===== src/rtl/bht_predictor.sv =====
// Branch history table: direct-mapped 2-bit saturating counters indexed by PC[IDXW:1].
// The table is cleared by a self-timed INIT sweep after reset or flush; lookups have one cycle of latency.
module bht_predictor #(
  parameter int NR_ENTRIES = 128,
  parameter int VLEN       = 64
) (
  input  logic            clk_i,
  input  logic            rst_i,
  input  logic            flush_i,
  input  logic            lookup_valid_i,
  input  logic [VLEN-1:0] lookup_pc_i,
  input  logic            update_valid_i,
  input  logic [VLEN-1:0] update_pc_i,
  input  logic            update_taken_i,
  output logic            ready_o,
  output logic            lookup_valid_o,
  output logic            lookup_taken_o
);

  localparam int IDXW = $clog2(NR_ENTRIES);

  localparam logic [0:0] ST_INIT  = 1'b0;
  localparam logic [0:0] ST_READY = 1'b1;

  logic [0:0]      r_state;
  logic [IDXW-1:0] r_clr_cnt;
  logic            r_lookup_valid;
  logic            r_lookup_taken;
  logic            r_valid [NR_ENTRIES];
  logic [1:0]      r_ctr   [NR_ENTRIES];

  logic [IDXW-1:0] w_lookup_idx;
  logic [IDXW-1:0] w_update_idx;
  logic            w_ready;
  logic            w_upd_acc;
  logic            w_lookup_hit;
  logic            w_clr_last;
  logic [1:0]      w_upd_ctr_next;
  logic            w_unused_pc;

  // Bit 0 is dropped because compressed instructions are 2-byte aligned.
  assign w_lookup_idx = lookup_pc_i[IDXW:1];
  assign w_update_idx = update_pc_i[IDXW:1];
  assign w_unused_pc  = ^{lookup_pc_i[VLEN-1:IDXW+1], lookup_pc_i[0],
                          update_pc_i[VLEN-1:IDXW+1], update_pc_i[0]};

  assign w_ready      = (r_state == ST_READY);
  assign w_upd_acc    = update_valid_i && w_ready && !flush_i;
  assign w_lookup_hit = lookup_valid_i && w_ready && !flush_i && r_valid[w_lookup_idx];
  assign w_clr_last   = (r_clr_cnt == IDXW'(NR_ENTRIES - 1));

  always_comb begin
    w_upd_ctr_next = r_ctr[w_update_idx];
    if (!r_valid[w_update_idx]) begin
      w_upd_ctr_next = update_taken_i ? 2'b10 : 2'b01;
    end else if (update_taken_i) begin
      if (r_ctr[w_update_idx] != 2'b11) w_upd_ctr_next = r_ctr[w_update_idx] + 2'b01;
    end else begin
      if (r_ctr[w_update_idx] != 2'b00) w_upd_ctr_next = r_ctr[w_update_idx] - 2'b01;
    end
  end

  always_ff @(posedge clk_i or posedge rst_i) begin
    if (rst_i) begin
      r_state   <= ST_INIT;
      r_clr_cnt <= '0;
    end else begin
      case (r_state)
        ST_INIT: begin
          if (flush_i) begin
            r_clr_cnt <= '0;
          end else begin
            r_clr_cnt <= r_clr_cnt + 1'b1;
            if (w_clr_last) r_state <= ST_READY;
          end
        end
        default: begin
          if (flush_i) begin
            r_state   <= ST_INIT;
            r_clr_cnt <= '0;
          end
        end
      endcase
    end
  end

  always_ff @(posedge clk_i or posedge rst_i) begin
    if (rst_i) begin
      r_lookup_valid <= 1'b0;
      r_lookup_taken <= 1'b0;
    end else begin
      r_lookup_valid <= w_lookup_hit;
      r_lookup_taken <= w_lookup_hit && r_ctr[w_lookup_idx][1];
    end
  end

  // Table contents are left unreset; the INIT sweep is what defines them.
  always_ff @(posedge clk_i) begin
    if (r_state == ST_INIT) begin
      r_valid[r_clr_cnt] <= 1'b0;
      r_ctr[r_clr_cnt]   <= 2'b01;
    end else if (w_upd_acc) begin
      r_valid[w_update_idx] <= 1'b1;
      r_ctr[w_update_idx]   <= w_upd_ctr_next;
    end
  end

  assign ready_o        = w_ready;
  assign lookup_valid_o = r_lookup_valid;
  assign lookup_taken_o = r_lookup_taken;

endmodule


===== config.mk =====
export PLATFORM = sky130hd
export DESIGN_NAME = bht_predictor
export DESIGN_NICKNAME = d
export VERILOG_FILES = /design/src/rtl/bht_predictor.sv
export SDC_FILE = /design/constraint.sdc
export NUM_CORES = 1
export LEC_CHECK = 0
export ABC_AREA = 0
export BUFFER_PORTS_ARGS = -buffer_cell sky130_fd_sc_hd__buf_2
export CAP_MARGIN = 30
export CORE_ASPECT_RATIO = 1.2
export CORE_MARGIN = 1.5
export CORE_UTILIZATION = 40
export CTS_BUF_LIST = sky130_fd_sc_hd__clkbuf_8
export CTS_CLUSTER_SIZE = 14
export DETAILED_ROUTE_END_ITERATION = 12
export GPL_TIMING_DRIVEN = 0
export SLEW_MARGIN = 10
export SYNTH_ARGS = -nofsm -noshare
export SYNTH_HDL_FRONTEND = slang
export SYNTH_SLANG_ARGS = --single-unit

===== constraint.sdc =====
create_clock -name clk_i -period 26.6 [get_ports clk_i]
set_clock_uncertainty 0.2 [all_clocks]
set_input_delay 0 -clock clk_i [delete_from_list [all_inputs] [get_ports clk_i]]
set_output_delay 0 -clock clk_i [all_outputs]
set_load 0.05 [all_outputs]

==> results.md <==
- Status: finished clean
- Setup slack, reg-to-reg: 22.16 ns
- Number of global-route vias before repair: 11000
- Static leakage: 7.19 nW
- Gr usage total: 24.4%
- Core Rows: 84
- Reg-to-reg endpoint: r_valid[76]
- Seq pwr share: 54.7%
- Syn nets: 1134
- Highest Clock Rate: 0.225 GHz
- DRT iter0 DRCs: 1547
- Initial Utilization: 40.8%
- Post-synthesis sequential area ratio: 65.6%
- Sequential cell area: 0.0118 sq mm
- Reg clk slew, reported paths: 0.06 ns
- Synth Area in Compound Gates: 2.40%
- Antenna viol nets, final: 0
- Async SR Flop Fraction: 2.54%
- NetSw: 0.293 mW
- Synthesis-to-layout area growth: 13.7%
- DRC: 0
- Library cells used by synthesis: 40
- Reg2reg start: ready_o
- Clock period minus worst slack: 4.44 ns
- Yosys reg bits: 394
- R2R depth: 10
- Fill cell total of the finished layout: 3755
- Commonest non-fill, non-tap cells in the layout: edfxtp_1 (384), mux4_2 (180), nor2_1 (140)
- Avg Inst Size Synth: 18.0 sq um
- Proportion of layout cells with a drive suffix above 1: 29.0%
- Largest net degree at the start of global routing: 73
- Total CTS buffers: 58
- Number of synthesized flops with an enable pin: 384
- Port bufs: 15
- Peak supply drop: 0.0000308 V
- Commonest non-fill, non-tap cell in the layout: edfxtp_1
- Main combinational cell family by area after synthesis: multiplexers
- Post-DP HPWL: 39400 um
- Sink Count: 394
- Critical Path Sink Type: register
- Clock power share: 38.1%
- Critical path type: reg2reg
- Post-synthesis mux area share: 23.7%
- Global route total overflow: 0
- Hold Path Cell Cnt: 3
- Final core utilization: 46.4%
- Hold path start: flush_i
- Post-Synth Simple-Gate Area: 6.39%
- Startpoint types: register
- Chip Width: 196 um
- H-tree levels: 2
- Layout net count: 1257
- CP Max Fanout: 72
- TNS Setup: 0 ns
- # setup viols final: 0
- Final RePlAce weighted congestion: 0.908
- Vias: 10700
- P per Cell Area: 60.2 mW/mm^2
- Comb power frac: 7.2%
- RSZ-0062 raised after global routing: false
- Synth Warn #: 0
- Area of the multi-input gates: 0.00590 sq mm
- CTS tree: done
- WP data required: 26.67 ns
- Final-report hold violation count: 0
- Post-Synth XOR/XNOR Area: 0.195%
- Max_slew headroom: 25.0%
- Clock root buffer: clkbuf_8
- Final hold slack: 0.0869 ns
- # IOs: 137
- Routed WL per cell: 32.0 um
- Die area: 0.0462 sq mm
- DIE HEIGHT: 235 um
- Worst Hold Path EP: r_clr_cnt[6]
- Int Pwr: 0.937 mW
- Pin slew with the least headroom to its limit: 1.12 ns
- Cells after synthesis: 999
- Top FF cell, synth: edfxtp_1
- Sw Ratio: 23.9%
- Core ar.: 0.0440 sq mm
- Final wirelength: 55400 um
- Final period utilization: 16.7%
- Max Slew Vio Count: 0
- Critical path arrival: 4.51 ns
- Adder-cell share of the synthesized area: 0.0696%
- First-pass GRT wire length: 78600 um
- Initial antenna violation count: 1
- Clk Latency, worst-skew pair: 0.63 ns
- Max-cap violations: 0
- Hold Path Class: in2reg
- Drt via density: 6.19
- Synthesized area: 0.0180 sq mm
- Drt first pass iters: 7
- Clock Path Buffers: 3
-- power groups by stage --
stage	Clock, mW	Sequential, mW	Combinational [mW]
2_1_floorplan	0	0.686	0.0477
3_3_place_gp	0	0.687	0.0814
3_5_place_dp	0	0.687	0.0863
4_1_cts	0.472	0.673	0.0875
5_1_grt	0.497	0.673	0.0904
6_report	0.468	0.673	0.0886
-- metrics by stage --
stage               setup slack, ns  instance area (sq um)  power [mW]  instances
global route                  21.96                  20400        1.26       1730
finish                        22.16                  20400        1.23       1730
global placement               9.10                  18700       0.768       1573
detailed placement            21.44                  19200       0.773       1609
floorplan                     16.47                  18000       0.734        999
CTS                           22.11                  20400        1.23       1727
-- kinds of logic after synthesis --
kind of cell / after synthesis
AO/OA/AOI/OAI: 66
XOR/XNOR: 4
adder cells (fa/ha/maj): 1
buffers and inverters: 67
flip-flops: 394
multiplexers: 200
AND/OR/NAND/NOR: 267
-- synth_stat cells (all sizes together) (2+ instances only) --
master / count / area (sq um)
inv: 4 / 15.0
o31ai: 3 / 22.5
a31oi: 5 / 31.3
o21a: 3 / 22.5
nor4: 6 / 37.5
clkbuf: 27 / 101
mux2i: 18 / 180
o22ai: 13 / 81.3
a22oi: 10 / 75.1
and3: 3 / 18.8
a211oi: 9 / 67.6
buf: 35 / 183
nand2b: 8 / 50.1
dfrtp: 10 / 250
xor2: 2 / 17.5
nand3: 27 / 135
nor2b: 10 / 62.6
o21ai: 11 / 55.1
nor3: 2 / 10.0
nor2: 140 / 526
and2: 10 / 62.6
mux4: 180 / 4050
nand2: 56 / 210
mux2: 2 / 22.5
edfxtp: 384 / 11500
nand3b: 2 / 15.0
xnor2: 2 / 17.5
a21oi: 7 / 35.0
-- metal layers --
layer	part of all wire, %	global-route usage (%)
met5	0	0
met4	7.0	15.5
met3	7.4	4.00
met1	36	29.5
met2	50	40.7
-- state kept, by name (all words and copies together) (netlist names) --
register	count
r_clr_cnt	7
ready_o	1
r_ctr	256
lookup_taken_o	1
lookup_valid_o	1
r_valid	128
-- final cells by class --
cell class | count | area share [%]
antenna | 1 | 0.0122
buffer | 62 | 1.43
clock buffer | 61 | 4.11
clock inverter | 47 | 1.21
inverter | 5 | 0.0918
multi-input combinational | 538 | 28.8
sequential | 394 | 57.6
tap | 559 | 3.42
timing repair buffer | 63 | 3.24
-- worst max-delay path: stages (launching register included) --
cell	delay, ns
dfrtp_1	0.34
clkbuf_1	0.28
nor2b_1	0.36
nand2_1	0.28
inv_1	0.32
clkbuf_4	0.71
buf_16	0.32
nand2_1	0.07
o21ai_0	0.37
nand2_1	0.40
nor2_1	0.39
-- what timing repair did --
item,CTS,global route
buffers inserted,0,0
hold endpoints to repair,97,0
resized for setup,0,0
hold buffers,10,0
-- worst max-delay path by stage --
stage | start | slack [ns] | end | depth (start not counted)
6_report | ready_o | 22.16 | r_valid[76] | 10
5_1_grt | ready_o | 21.96 | r_ctr[79][1] | 10
4_1_cts | update_pc_i[2] | 22.11 | r_ctr[13][0] | 13
3_5_place_dp | update_pc_i[2] | 21.44 | r_ctr[12][0] | 13
3_3_place_gp | ready_o | 9.10 | r_ctr[26][1] | 7
2_1_floorplan | ready_o | 16.47 | r_ctr[0][1] | 7
No activity file was read; power rests on OpenSTA's default activity.
